**config.mk**
```make
export PLATFORM = sky130hd
export DESIGN_NAME = alu
export DESIGN_NICKNAME = d
export VERILOG_FILES = /design/src/rtl/CPU_package.sv /design/src/rtl/alu.sv
export SDC_FILE = /design/constraint.sdc
export NUM_CORES = 1
export LEC_CHECK = 0
export CAP_MARGIN = 30
export CORE_ASPECT_RATIO = 2
export CORE_MARGIN = 8
export CORE_UTILIZATION = 55
export DETAILED_ROUTE_END_ITERATION = 10
export GPL_ROUTABILITY_DRIVEN = 0
export PLACE_DENSITY = 0.76
export SYNTH_ARGS = -nofsm -noshare
export SYNTH_HDL_FRONTEND = slang
export SYNTH_SLANG_ARGS = --single-unit
```
**constraint.sdc**
```tcl
create_clock -name clk -period 1.6 [get_ports clk]
set_input_delay 0.32 -clock clk [delete_from_list [all_inputs] [get_ports clk]]
set_output_delay 0.32 -clock clk [all_outputs]
set_load 0.02 [all_outputs]
```
**src/rtl/CPU_package.sv**
```systemverilog
// Shared CPU definitions: datapath width, ALU opcode encoding and ALU flag layout.
package CPU_package;

    localparam int unsigned DATA_WIDTH = 16;

    typedef enum logic [3:0] {
        OP_ADD = 4'b0000,
        OP_SUB = 4'b0001,
        OP_MUL = 4'b0010,
        OP_DIV = 4'b0011,
        OP_SHL = 4'b0100,
        OP_SHR = 4'b0101,
        OP_INC = 4'b0110,
        OP_DEC = 4'b0111,
        OP_AND = 4'b1000,
        OP_OR  = 4'b1001,
        OP_XOR = 4'b1010,
        OP_NOT = 4'b1011,
        OP_CPR = 4'b1100
    } enum_alu_opcode_t;

    // Flag word, MSB first: {carry, zero, negative, overflow, greater}
    typedef struct packed {
        logic carry;
        logic zero;
        logic negative;
        logic overflow;
        logic greater;
    } struct_alu_flag_t;

endpackage

```
**src/rtl/alu.sv**
```systemverilog
// Single-cycle ALU: combinational compute of result and flags feeding one output register.
module alu
    import CPU_package::*;
#(
    parameter int unsigned DATA_WIDTH = CPU_package::DATA_WIDTH
) (
    input  logic                  clk,
    input  logic                  rst,
    input  logic [DATA_WIDTH-1:0] in_a,
    input  logic [DATA_WIDTH-1:0] in_b,
    input  logic                  input_carry,
    input  enum_alu_opcode_t      alu_opcode,
    input  logic                  alu_mode,
    output logic [DATA_WIDTH-1:0] alu_out,
    output struct_alu_flag_t      alu_out_flag
);

    localparam int unsigned W   = DATA_WIDTH;
    localparam int unsigned WX  = DATA_WIDTH + 1;
    localparam int unsigned WW  = 2 * DATA_WIDTH;
    localparam int unsigned MSB = DATA_WIDTH - 1;

    logic [W-1:0]     op_b;
    logic             op_cin;
    logic [WX-1:0]    add_ext;
    logic [WX-1:0]    sub_ext;
    logic [WW-1:0]    prod;
    logic             valid;
    logic [W-1:0]     res;
    struct_alu_flag_t flag;

    // INC/DEC reuse the adder/subtractor with b = 1; carry-in only applies to ADD/SUB
    always_comb begin
        op_b   = in_b;
        op_cin = 1'b0;
        case (alu_opcode)
            OP_ADD, OP_SUB: op_cin = input_carry;
            OP_INC, OP_DEC: op_b   = W'(1);
            default: ;
        endcase
    end

    assign add_ext = {1'b0, in_a} + {1'b0, op_b} + WX'(op_cin);
    assign sub_ext = {1'b0, in_a} - {1'b0, op_b} - WX'(op_cin);
    assign prod    = WW'(in_a) * WW'(in_b);

    // Opcode bit 3 selects the group; the mode input must agree and reserved codes are rejected
    assign valid = (alu_mode == alu_opcode[3]) && (alu_opcode <= OP_CPR);

    always_comb begin
        res  = '0;
        flag = '0;
        if (valid) begin
            case (alu_opcode)
                OP_ADD, OP_INC: begin
                    res           = add_ext[W-1:0];
                    flag.carry    = add_ext[W];
                    flag.overflow = (in_a[MSB] == op_b[MSB]) && (res[MSB] != in_a[MSB]);
                end
                OP_SUB, OP_DEC: begin
                    res           = sub_ext[W-1:0];
                    flag.carry    = sub_ext[W];
                    flag.overflow = (in_a[MSB] != op_b[MSB]) && (res[MSB] != in_a[MSB]);
                end
                OP_MUL: begin
                    res        = prod[W-1:0];
                    flag.carry = |prod[WW-1:W];
                end
                OP_DIV: begin
                    if (in_b == '0) begin
                        res           = '1;
                        flag.overflow = 1'b1;
                    end else begin
                        res = in_a / in_b;
                    end
                end
                OP_SHL: begin
                    res        = {in_a[W-2:0], 1'b0};
                    flag.carry = in_a[MSB];
                end
                OP_SHR: begin
                    res        = {1'b0, in_a[W-1:1]};
                    flag.carry = in_a[0];
                end
                OP_AND: res = in_a & in_b;
                OP_OR:  res = in_a | in_b;
                OP_XOR: res = in_a ^ in_b;
                OP_NOT: res = ~in_a;
                OP_CPR: begin
                    res          = sub_ext[W-1:0];
                    flag.carry   = in_a < in_b;
                    flag.greater = in_a > in_b;
                end
                default: ;
            endcase
            flag.zero     = (res == '0);
            flag.negative = res[MSB];
        end
    end

    // Output register; reset clears immediately and drops any operation in flight
    always_ff @(posedge clk or posedge rst) begin
        if (rst) begin
            alu_out      <= '0;
            alu_out_flag <= '0;
        end else begin
            alu_out      <= res;
            alu_out_flag <= flag;
        end
    end

endmodule

```
==> impl_metrics.py, run 1 <==
metrics = {
    "run_status": {
        "status": "stopped before the end",
        "stop_stage": "5_1_grt",
        "firstError": "[ERROR GRT-0116] Global routing finished with congestion. Check the congestion regions in the DRC Viewer.",
    },
    "synthesis": {
        "ys.flop_type": "dfrtp_1",
        "synthArstFlopShare_pct": 100,
        "avgSynthCellArea_um2": 7.64,
        "syn_inst": 2644,
        "synth_warnings": 0,
        "syn-cell-area_um2": 20200,
        "syn-num-nets": 3218,
        "synth-edff-count": 0,
        "ys_types": 111,
        "ys_seq_elements": 20,
        "synth_seq_area_share_pct": 2.48,
    },
    "placement": {
        "dpl.hpwl_um": 75000,
        "portBuffers": 60,
    },
    "cts": {
        "cts_buffers": 3,
        "cts.sinks": 20,
        "cts_hold_buf": 0,
        "cts_buffer_depth": 2,
        "cts-root-buf": "clkbuf_16",
        "htree_levels": 1,
    },
    "grt": {
        "grt_pass1_vias": 36100,
        "grt_first_pass_wirelength_um": 252000,
        "overflow": 786,
        "grt_usage_pct": 79.8,
        "grt_start_max_net_pins": 31,
    },
    "die": {
        "ioPinCount": 61,
        "die_y_um": 287,
        "start_util_pct": 55.6,
        "dieWidth_um": 152,
        "rows": 99,
    },
}
metrics by stage:
step / area [um^2] / setup TNS, ns / instances / hold WS [ns] / worst slack [ns]
2_1_floorplan: 21800 / -191.80 / 2644 / 0.284 / -21.79
4_1_cts: 31600 / -200.31 / 4001 / 0.411 / -21.69
3_5_place_dp: 27800 / -222.59 / 3826 / 0.676 / -23.76
3_3_place_gp: 27800 / -211.39 / 3826 / 0.653 / -22.50
layer usage:
metal / global-route usage [%] / overflow
met5: 45.4 / 4
met4: 90.9 / 294
met3: 66.3 / 14
met2: 96.1 / 457
met1: 72.3 / 17
synthesized netlist by cell type, types with 7 or more instances:
master	count	area (um^2)
or4_1	7	52.6
xor2_1	34	298
dfrtp_1	20	500
nor3_1	49	245
nand3_1	44	220
clkbuf_1	99	372
o21bai_1	14	105
nor2b_1	24	150
nand2_1	197	739
a21oi_1	169	846
a2bb2oi_1	10	87.6
o21ai_0	107	536
a32oi_1	7	61.3
and3_1	14	87.6
o21a_1	36	270
ha_1	336	4200
o221ai_1	8	70.1
nor4_1	19	119
o211ai_1	23	173
a21boi_0	9	67.6
inv_1	360	1350
clkinv_1	9	33.8
o2111ai_1	8	70.1
a221oi_1	11	96.3
o31ai_1	20	150
nand4_1	17	106
mux2_2	21	236
xnor2_1	64	561
a2111oi_0	11	96.3
nand2b_1	25	156
a31oi_1	23	144
a211oi_1	21	158
nor2_1	335	1260
a21o_1	37	278
and2_1	12	75.1
mux2i_1	32	320
fa_1	198	3960
or3_1	22	138
or2_2	12	75.1
o22ai_1	12	75.1
cell families after synthesis:
| kind of cell | Yosys count | share of synthesized area (%) |
|---|---|---|
| buffers and inverters | 488 | 9.50 |
| DFF | 20 | 2.48 |
| and+or+nand+nor | 822 | 18.9 |
| muxes | 58 | 3.24 |
| adders and majority gates | 534 | 40.4 |
| AOI/OAI and AO/OA | 624 | 21.2 |
| xor gates and xnor gates | 98 | 4.25 |
timing repair:
| action | 4_1_cts |
|---|---|
| setup endpoints to repair | 20 |
| gates cloned | 6 |
| resized for setup | 605 |
| pin swaps | 198 |
| buffers inserted | 167 |
==> inputs of run 2 (changes only) <==
CORE_ASPECT_RATIO = not set   (was 2)
CORE_UTILIZATION = 40   (was 55)
PLACE_DENSITY = not set   (was 0.76)
PLACE_DENSITY_LB_ADDON = 0.15   (was not set)
==> run 2 against run 1 <==
Effect of this change:
- the flow now finishes, with violations (negative setup slack)
- synthesized area did not move
- synthesized cell count did not move
==> impl_metrics.py, run 2 <==
metrics = {
    "synthesis": {
        "ys_types": 111,
        "ys.flop_type": "dfrtp_1",
        "syn-num-nets": 3218,
        "synthArstFlopShare_pct": 100,
        "avgSynthCellArea_um2": 7.64,
        "synth_seq_area_share_pct": 2.48,
        "yosys-top-cells-area": "ha_1 21%, fa_1 20%, inv_1 6.7%",
        "synth_top_area_share_pct": 20.8,
        "synth.top_cells.by_count": "360 x inv_1, 336 x ha_1, 335 x nor2_1, 198 x fa_1, 197 x nand2_1",
        "synth-edff-count": 0,
        "syn-cell-area_um2": 20200,
        "syn_inst": 2644,
        "yosysMostFrequentCell": "inv_1",
        "ys_seq_elements": 20,
        "synth_top_cell_by_area": "ha_1",
        "synth_warnings": 0,
    },
    "final_layout": {
        "largest_register_ffs": 16,
        "final_common_cell": "buf_4",
        "final_cell_mix": "890 x buf_4, 334 x inv_1, 292 x nor2_1",
        "regArea_um2": 500,
        "regMostFlops": "alu_out",
        "fillers": 3969,
        "syn2layout_area_growth_pct": 63.3,
        "reg_top3": "alu_out x16, alu_out_flag x4",
        "layout-drive-gt1-share_pct": 42.8,
        "finish.instance_area_um2": 33000,
        "fin_nets": 4188,
        "multiInputGateArea_um2": 20900,
    },
    "cts": {
        "htree_levels": 1,
        "cts_buffer_depth": 2,
        "path_clk_slew_ns": 0.05,
        "cts_tree": "done",
        "cts_hold_buf": 0,
        "cts.sinks": 20,
        "cts_buffers": 3,
        "cts-root-buf": "clkbuf_16",
    },
    "die": {
        "rows": 82,
        "dieArea_um2": 57900,
        "die_y_um": 241,
        "ioPinCount": 61,
        "design.core.area_um2": 50000,
        "dieWidth_um": 241,
        "start_util_pct": 40.4,
    },
    "sta": {
        "finalWorstSetupSlack_ns": -22.40,
        "finalSetupViolCount": 20,
        "min_period_ns": 24.00,
        "slew_viol_final": 0,
        "post-route-period-util_pct": 1500,
        "timing.slew.headroom_pct": 47.6,
        "hold_viol_final": 0,
        "setup_tns_ns": -207.79,
        "max_freq_mhz": 41.7,
        "rsz0062_at_grt": "true",
        "tightestPinTransition_ns": 0.776,
    },
    "route": {
        "totalWireLength_um": 95800,
        "drt_first_pass_iters": 6,
        "drtIter0Drc": 2492,
        "wl_per_cell_um": 22.4,
        "vias": 25000,
        "drc_errors": 0,
        "vias_per_cell": 5.83,
        "final_antenna_net_count": 0,
    },
    "worst_setup_path": {
        "slowest_delay_ns": 0.46,
        "cpMostUsedCell": "ha_4",
        "path_buf_inv": 17,
        "end_kind": "register",
        "cp_max_fo": 8,
        "crit_arrival_ns": 24.16,
        "crit_slowest_cell": "or3_4",
        "start_kind": "input port",
        "crit_family": "compound AO/OA/AOI/OAI gates",
        "critical_path_required_ns": 1.76,
        "crit_cells": 127,
        "worstSetupPathType": "in -> reg",
    },
    "hold_path": {
        "min_path_type": "in -> async",
    },
    "grt": {
        "grt_usage_pct": 30.8,
        "overflow": 0,
        "grt_first_pass_wirelength_um": 140000,
        "grt_pass1_vias": 24700,
        "antenna_found_initial": 1,
        "grt_start_max_net_pins": 33,
    },
    "placement": {
        "portBuffers": 60,
        "dpl_cell_area_um2": 28300,
        "dpl.hpwl_um": 68600,
    },
    "run_status": {
        "status": "finished, violations left",
        "violations": "negative setup slack",
    },
    "power": {
        "p_leak_uw": 0.0158,
        "power_density_nw_per_um2": 1650,
        "irDropWorstVdd_v": 0.00409,
        "finalPower_uw": 54300,
    },
    "job": {
        "maxCapViolations": 0,
    },
}
-- run 2: repair_timing --
action                                  CTS  global route
pin swaps                               208           164
gates resized for setup                 517           198
gates cloned                              3             1
endpoints found under the setup margin   20            20
buffers inserted                        147            62
-- run 2: kinds of logic after synthesis --
family | after synthesis | share of synthesized area (%)
simple gates | 822 | 18.9
buf+inv | 488 | 9.50
flops | 20 | 2.48
xor+xnor | 98 | 4.25
fa+ha+maj | 534 | 40.4
mux | 58 | 3.24
compound gates | 624 | 21.2
-- run 2: path summary, 6_finish.rpt --
kind,startpoint,end
setup / recovery,in_b[7],alu_out_flag[3]$_DFF_PP0_
hold / removal,rst,alu_out_flag[1]$_DFF_PP0_
max in group asynchronous,rst,alu_out[3]$_DFF_PP0_
min in group clk,alu_opcode[3],alu_out_flag[1]$_DFF_PP0_
-- run 2: metal layers --
| metal | vias up | global-route usage [%] | wire length (um) |
|---|---|---|---|
| met3 | 398 | 4.13 | 8690 |
| met2 | 1373 | 49.3 | 42000 |
| met4 | 0 | 17.0 | 7840 |
| met5 | - | 0 | 0 |
| li1 | 11100 | - | - |
| met1 | 12100 | 39.9 | 37300 |
-- run 2: where the power goes --
group,total (uW),internal [uW],switching [uW]
registers,580,565,15.1
clock network,548,380,167
logic,53100,26500,26700
-- run 2: per-stage QoR --
step	hold slack, ns	utilization, %	setup WS (ns)	cells
2_1_floorplan	0.284	-	-21.79	2644
3_3_place_gp	0.653	56.6	-23.09	4075
3_5_place_dp	0.658	56.6	-23.90	4076
4_1_cts	0.391	63.1	-21.46	4227
5_1_grt	0.430	66.0	-23.28	4285
6_report	0.386	66.0	-22.40	4286
-- run 2: cell type report --
class,instances,share of cell area (%)
multi-input cells,2138,63.3
repair buffers,1079,27.8
inverters,372,4.49
well taps,672,2.55
flip-flops and latches,20,1.52
clock buffers,4,0.269
diodes,1,0.00759
Power figures use the tool's default switching activity.
